### config.mk
export PLATFORM = sky130hd
export DESIGN_NAME = uart_tx_arbiter
export DESIGN_NICKNAME = d
export VERILOG_FILES = /design/src/rtl/uart_arb_pkg.sv /design/src/rtl/uart_tx_arbiter_rr_arbiter.sv /design/src/rtl/uart_tx_arbiter.sv
export SDC_FILE = /design/constraint.sdc
export NUM_CORES = 1
export LEC_CHECK = 0
export CAP_MARGIN = 0
export CORE_MARGIN = 2
export CORE_UTILIZATION = 51
export DETAILED_ROUTE_END_ITERATION = 7
export HOLD_SLACK_MARGIN = 0.02
export PLACE_DENSITY = 0.95
export SYNTH_ARGS = -nofsm -noshare
export SYNTH_HDL_FRONTEND = slang
export SYNTH_HIERARCHICAL = 1
export SYNTH_SLANG_ARGS = --single-unit
### constraint.sdc
create_clock -name clk -period 4.3 [get_ports clk]
set_input_delay 0.43 -clock clk [delete_from_list [all_inputs] [get_ports clk]]
set_output_delay 0.43 -clock clk [all_outputs]
set_load 0.01 [all_outputs]
### src/rtl/uart_arb_pkg.sv
// uart_arb_pkg: shared state encoding and constants for the UART transmit arbiter
package uart_arb_pkg;
   typedef enum logic [1:0] {IDLE, HEADER, PAYLOAD} state_t;
   localparam logic [7:0] HEADER_TAG = 8'hA0;
   localparam int DEFAULT_MAX_LEN = 64;
endpackage

### src/rtl/uart_tx_arbiter_rr_arbiter.sv
// rr_arbiter: picks the first valid requester searching upward from last_grant+1 with wrap
module rr_arbiter #(
   parameter int NUM_REQ = 4
) (
   input  logic [NUM_REQ-1:0] req,
   input  logic [3:0]         last_grant,
   output logic [3:0]         grant,
   output logic               any_valid
);
   logic [15:0] req_x;
   logic [4:0]  idx;
   assign req_x = 16'(req);
   assign any_valid = |req;
   // scanning from farthest to nearest lets the nearest valid candidate win
   always_comb begin
      grant = '0;
      idx = '0;
      for (int k = NUM_REQ; k >= 1; k--) begin
         idx = 5'(last_grant) + 5'(k);
         idx = idx >= 5'(NUM_REQ) ? idx - 5'(NUM_REQ) : idx;
         grant = req_x[idx[3:0]] ? idx[3:0] : grant;
      end
   end
endmodule

### src/rtl/uart_tx_arbiter.sv
// uart_tx_arbiter: round-robin multiplexer of byte-stream requesters onto one UART transmitter,
// with an optional ID header per packet and forced release after MAX_LEN payload bytes
module uart_tx_arbiter
   import uart_arb_pkg::*;
#(
   parameter int NUM_REQ   = 4,
   parameter int HEADER_EN = 1,
   parameter int MAX_LEN   = DEFAULT_MAX_LEN
) (
   input  logic                 clk,
   input  logic                 reset,
   input  logic [8*NUM_REQ-1:0] req_data,
   input  logic [NUM_REQ-1:0]   req_valid,
   input  logic [NUM_REQ-1:0]   req_last,
   output logic [NUM_REQ-1:0]   req_ready,
   output logic [7:0]           tx_data,
   output logic                 tx_valid,
   input  logic                 tx_ready,
   output logic [3:0]           grant_id,
   output logic                 busy,
   output logic                 truncated
);
   state_t     state, state_nxt;
   logic [3:0] grant, last_grant, pick;
   logic       any_valid, g_valid, g_last, xfer, pkt_end;
   logic [7:0] g_data, count;

   rr_arbiter #(.NUM_REQ(NUM_REQ)) u_rr (
      .req        (req_valid),
      .last_grant (last_grant),
      .grant      (pick),
      .any_valid  (any_valid)
   );

   always_comb begin
      g_data = '0;
      g_valid = 1'b0;
      g_last = 1'b0;
      for (int i = 0; i < NUM_REQ; i++) begin
         g_data = grant == 4'(i) ? req_data[8*i +: 8] : g_data;
         g_valid = grant == 4'(i) ? req_valid[i] : g_valid;
         g_last = grant == 4'(i) ? req_last[i] : g_last;
      end
   end

   assign xfer = tx_valid && tx_ready;
   assign pkt_end = state == PAYLOAD && xfer && (g_last || count == 8'(MAX_LEN - 1));
   assign grant_id = state == IDLE ? 4'd0 : grant;
   assign busy = state != IDLE;

   always_comb begin
      state_nxt = state;
      tx_valid = 1'b0;
      tx_data = '0;
      req_ready = '0;
      case (state)
         IDLE: state_nxt = any_valid ? (HEADER_EN != 0 ? HEADER : PAYLOAD) : IDLE;
         HEADER: begin
            tx_valid = 1'b1;
            tx_data = HEADER_TAG | {4'h0, grant};
            state_nxt = tx_ready ? PAYLOAD : HEADER;
         end
         PAYLOAD: begin
            tx_valid = g_valid;
            tx_data = g_data;
            for (int i = 0; i < NUM_REQ; i++) req_ready[i] = grant == 4'(i) && tx_ready;
            state_nxt = pkt_end ? IDLE : PAYLOAD;
         end
         default: state_nxt = IDLE;
      endcase
   end

   always_ff @(posedge clk) begin
      if (reset) begin
         state <= IDLE;
         grant <= '0;
         last_grant <= 4'(NUM_REQ - 1);
         count <= '0;
         truncated <= 1'b0;
      end else begin
         state <= state_nxt;
         truncated <= pkt_end && !g_last;
         count <= state == PAYLOAD && !pkt_end ? count + 8'(xfer) : 8'd0;
         if (state == IDLE && any_valid) grant <= pick;
         if (pkt_end) last_grant <= grant;
      end
   end
endmodule

==> results.sh <==
export IMPL_status="completed"
export IMPL_period_minus_ws_final_ns=3.062
export IMPL_cp_slowest_cell="dfxtp_1"
export IMPL_synth_area_leaders="dfxtp_1 19%, ha_1 12%, mux2_2 9.0%, mux2i_1 4.5%, nand3_1 3.5%"
export IMPL_synth_area_um2=1993
export IMPL_grtUsageMet2=0.4388
export IMPL_grt_antenna_before_repair=0
export IMPL_cts_setup_buffers=0
export IMPL_clockRootBuffer="clkbuf_8"
export IMPL_unrepaired_setup_endpoints_after_global_routing="no"
export IMPL_cp_slowest_stage_delay_ns=1.03
export IMPL_antenna_cells=0
export IMPL_die_h_um=66.52
export IMPL_io_buffer_count=61
export IMPL_crit_path_start="grant[0]"
export IMPL_cts_resized=0
export IMPL_yosysTopAreaCell="dfxtp_1"
export IMPL_drt_total_wl_mm=5.424
export IMPL_hold_viol_final=0
export IMPL_worst_path_dominant_cell_family="flip-flops"
export IMPL_busiest_layer="met2"
export IMPL_fin_tns_setup_ns=0
export IMPL_synth_async_sr_flop_share=0
export IMPL_final_wtd_congestion=0.8114
export IMPL_worst_pin_slew_ns=1.057
export IMPL_vias_per_cell=5.855
export IMPL_worst_setup_path_end_kind="output pin"
export IMPL_clock_path_buffers=2
export IMPL_timing_critical_path_buf_inv=1
export IMPL_fin_skew_ns=0.006700
export IMPL_route_detailed_drc=0
export IMPL_clkTransAtPathRegs_ns=0.08
export IMPL_static_leakage_power_uw=0.001040
export IMPL_cp_arrival_ns=2.63
export IMPL_post_synth_inst_count=236
export IMPL_io_pins=62
export IMPL_cts_tree="yes"
export IMPL_global_routing_met3_resource_utilization=0.03716
export IMPL_cts_htree_levels=1
export IMPL_final_min_period_over_clock_period=0.7120
export IMPL_synth_seq_area_share=0.1908
export IMPL_layout_cells_sized_above_1=0.1073
export IMPL_first_pass_grt_wire_length_mm=8.369
export IMPL_slew_headroom=0.2942
export IMPL_vdd_drop_max_mv=0.2041
export IMPL_post_drt_wl_per_cell_um=16.09
export IMPL_area_growth_pct=32.64
export IMPL_floorplan_rows=22
export IMPL_detailed_place_hpwl_mm=4.118
export IMPL_cp_max_fo=27
export IMPL_drtPass1Iterations=4
export IMPL_numPlacedInstances=333
export IMPL_startpoint_class_of_the_critical_path="flip-flop"
export IMPL_hold_path_class="reg -> reg"
export IMPL_worstHoldStart="grant[2]"
export IMPL_number_of_slew_limit_violations_in_the_final_report=0
export IMPL_fp_coreArea_um2=3716
export IMPL_die_width_um=66.52
export IMPL_skew_pair_late_insertion_delay_ns=0.26
export IMPL_gr_usage_met1=0.2996
export IMPL_detailroute_via_count=1973
export IMPL_tritoncts_num_sinks=19
export IMPL_number_of_global_route_vias_before_repair=1844
export IMPL_fin_total_pwr_uw=498.7
export IMPL_grt_overflow_total=0
export IMPL_grt_use_total=0.2390
export IMPL_power_per_cell_area_nw_per_um2=188.6
export IMPL_floorplan_die_area_um2=4424
export IMPL_synth_seq_cells=19
export IMPL_cts_hold_fix_buffers=0
export IMPL_numCtsBuffers=3
export IMPL_synth_warning_count=6
export IMPL_drt_antenna_violating_nets=0
export IMPL_postLayoutCoreUtil=0.7114
export IMPL_path_class="reg -> out"
export IMPL_clock_fmax_mhz=326.6
export IMPL_timing_critical_path_cells="mux2_2 > o21ai_0 > o21ai_0 > o2bb2ai_1 > clkdlybuf4s50_1"
export IMPL_library_cell_appearing_most_often_on_the_critical_path="o21ai_0"
export IMPL_syn_mean_instance_area_um2=8.446
export IMPL_floorplan_initialDensity=0.5364
export IMPL_drt_iter0_drc=123
export IMPL_post_synth_top_area_fraction=0.1908
export IMPL_finalNetCount=352
export IMPL_synth_edff_count=0
export IMPL_final_instance_count_excl_fill=337
export IMPL_grt_start_max_net_pins=28
export IMPL_hold_worst_slack_ns=0.5598
export IMPL_yosys_most_used_dff="dfxtp_1"
export IMPL_post_synth_most_frequent_cells="19 x dfxtp_1, 19 x ha_1, 16 x mux2_2"
export IMPL_ys_types=53
export IMPL_worst_r2r_startpoint="grant[0]"
export IMPL_setup_violations_final=0
export IMPL_number_of_maximum_capacitance_violations=0
export IMPL_worst_endpoint_required_ns=3.87
flip-flops by register name, indices dropped and copies added (netlist names):
name and flops:
last_grant 4, grant 4, count 8, truncated 1, state 2
worst register-to-register path: cells and delay by family, from the launching register on:
family	cells	cell delay (ns)
and+or+nand+nor	4	0.66
DFF	1	1.03
xor gates and xnor gates	1	0.07
AOI/OAI and AO/OA	2	0.68
adders and majority gates	1	0.23
stage by stage:
| stage | worst slack [ns] | instance area [um2] |
|---|---|---|
| 2_1_floorplan | 1.991 | 1997 |
| 3_3_place_gp | 1.631 | 2597 |
| 3_5_place_dp | 1.563 | 2597 |
| 4_1_cts | 1.271 | 2644 |
| 5_1_grt | 1.044 | 2644 |
| 6_report | 1.238 | 2644 |
power breakdown:
part	internal, uW	total, uW	switching, uW
clock network	64.5	126	61.2
logic	98.5	175	76.9
registers	182	198	15.8
cells in the final DEF (no fill, tap or decap), types with 2 or more instances in the layout:
master,n
o2bb2ai_1,3
and2_1,2
o21ai_0,12
ha_1,19
inv_1,14
and3_1,4
a211oi_1,2
o21ai_1,2
mux2i_1,9
nand3_1,14
nand2_1,12
clkbuf_8,3
dfxtp_1,19
o22ai_1,9
nand4_1,2
nand2b_1,6
nor2b_1,8
nor4bb_1,2
xor2_1,6
clkdlybuf4s50_1,61
nor4b_1,6
nor2_1,14
nor3_1,3
a21oi_1,9
mux4_2,2
mux2_2,16
conb_1,2
xnor2_1,3
a31oi_1,2
final cells by class:
type	count	area, um2
well taps	48	60.06
repair buffers	62	618.1
flip-flops and latches	19	380.4
inverters	14	52.55
clock buffers	3	41.29
multi-input cells	190	1486
clock inverters	1	5.005
fillers	282	1072
worst paths after layout:
check | end | slack, ns | cells after the start
setup reg to reg | count[7] | 1.54 | 8
hold / removal | grant[2] | 0.56 | 2
setup / recovery | tx_data[0] | 1.24 | 5
hold reg to reg | grant[2] | 0.56 | 2
per-layer routing:
metal / wire length, um / vias to the layer above / share of wire
met5: 0 / - / 0
met4: 78 / 0 / 0.014
met3: 242 / 10 / 0.045
met2: 2777 / 57 / 0.51
met1: 2324 / 941 / 0.43
li1: - / 965 / -
logic make-up after synthesis:
group | after synthesis | share of synthesized area
compound gates | 51 | 0.1720
xor+xnor | 10 | 0.04771
fa+ha+maj | 19 | 0.1193
buf+inv | 28 | 0.06528
flops | 19 | 0.1908
mux | 28 | 0.1714
other cells | 1 | 0.001881
simple gates | 80 | 0.2316
Power figures use the tool's default switching activity.
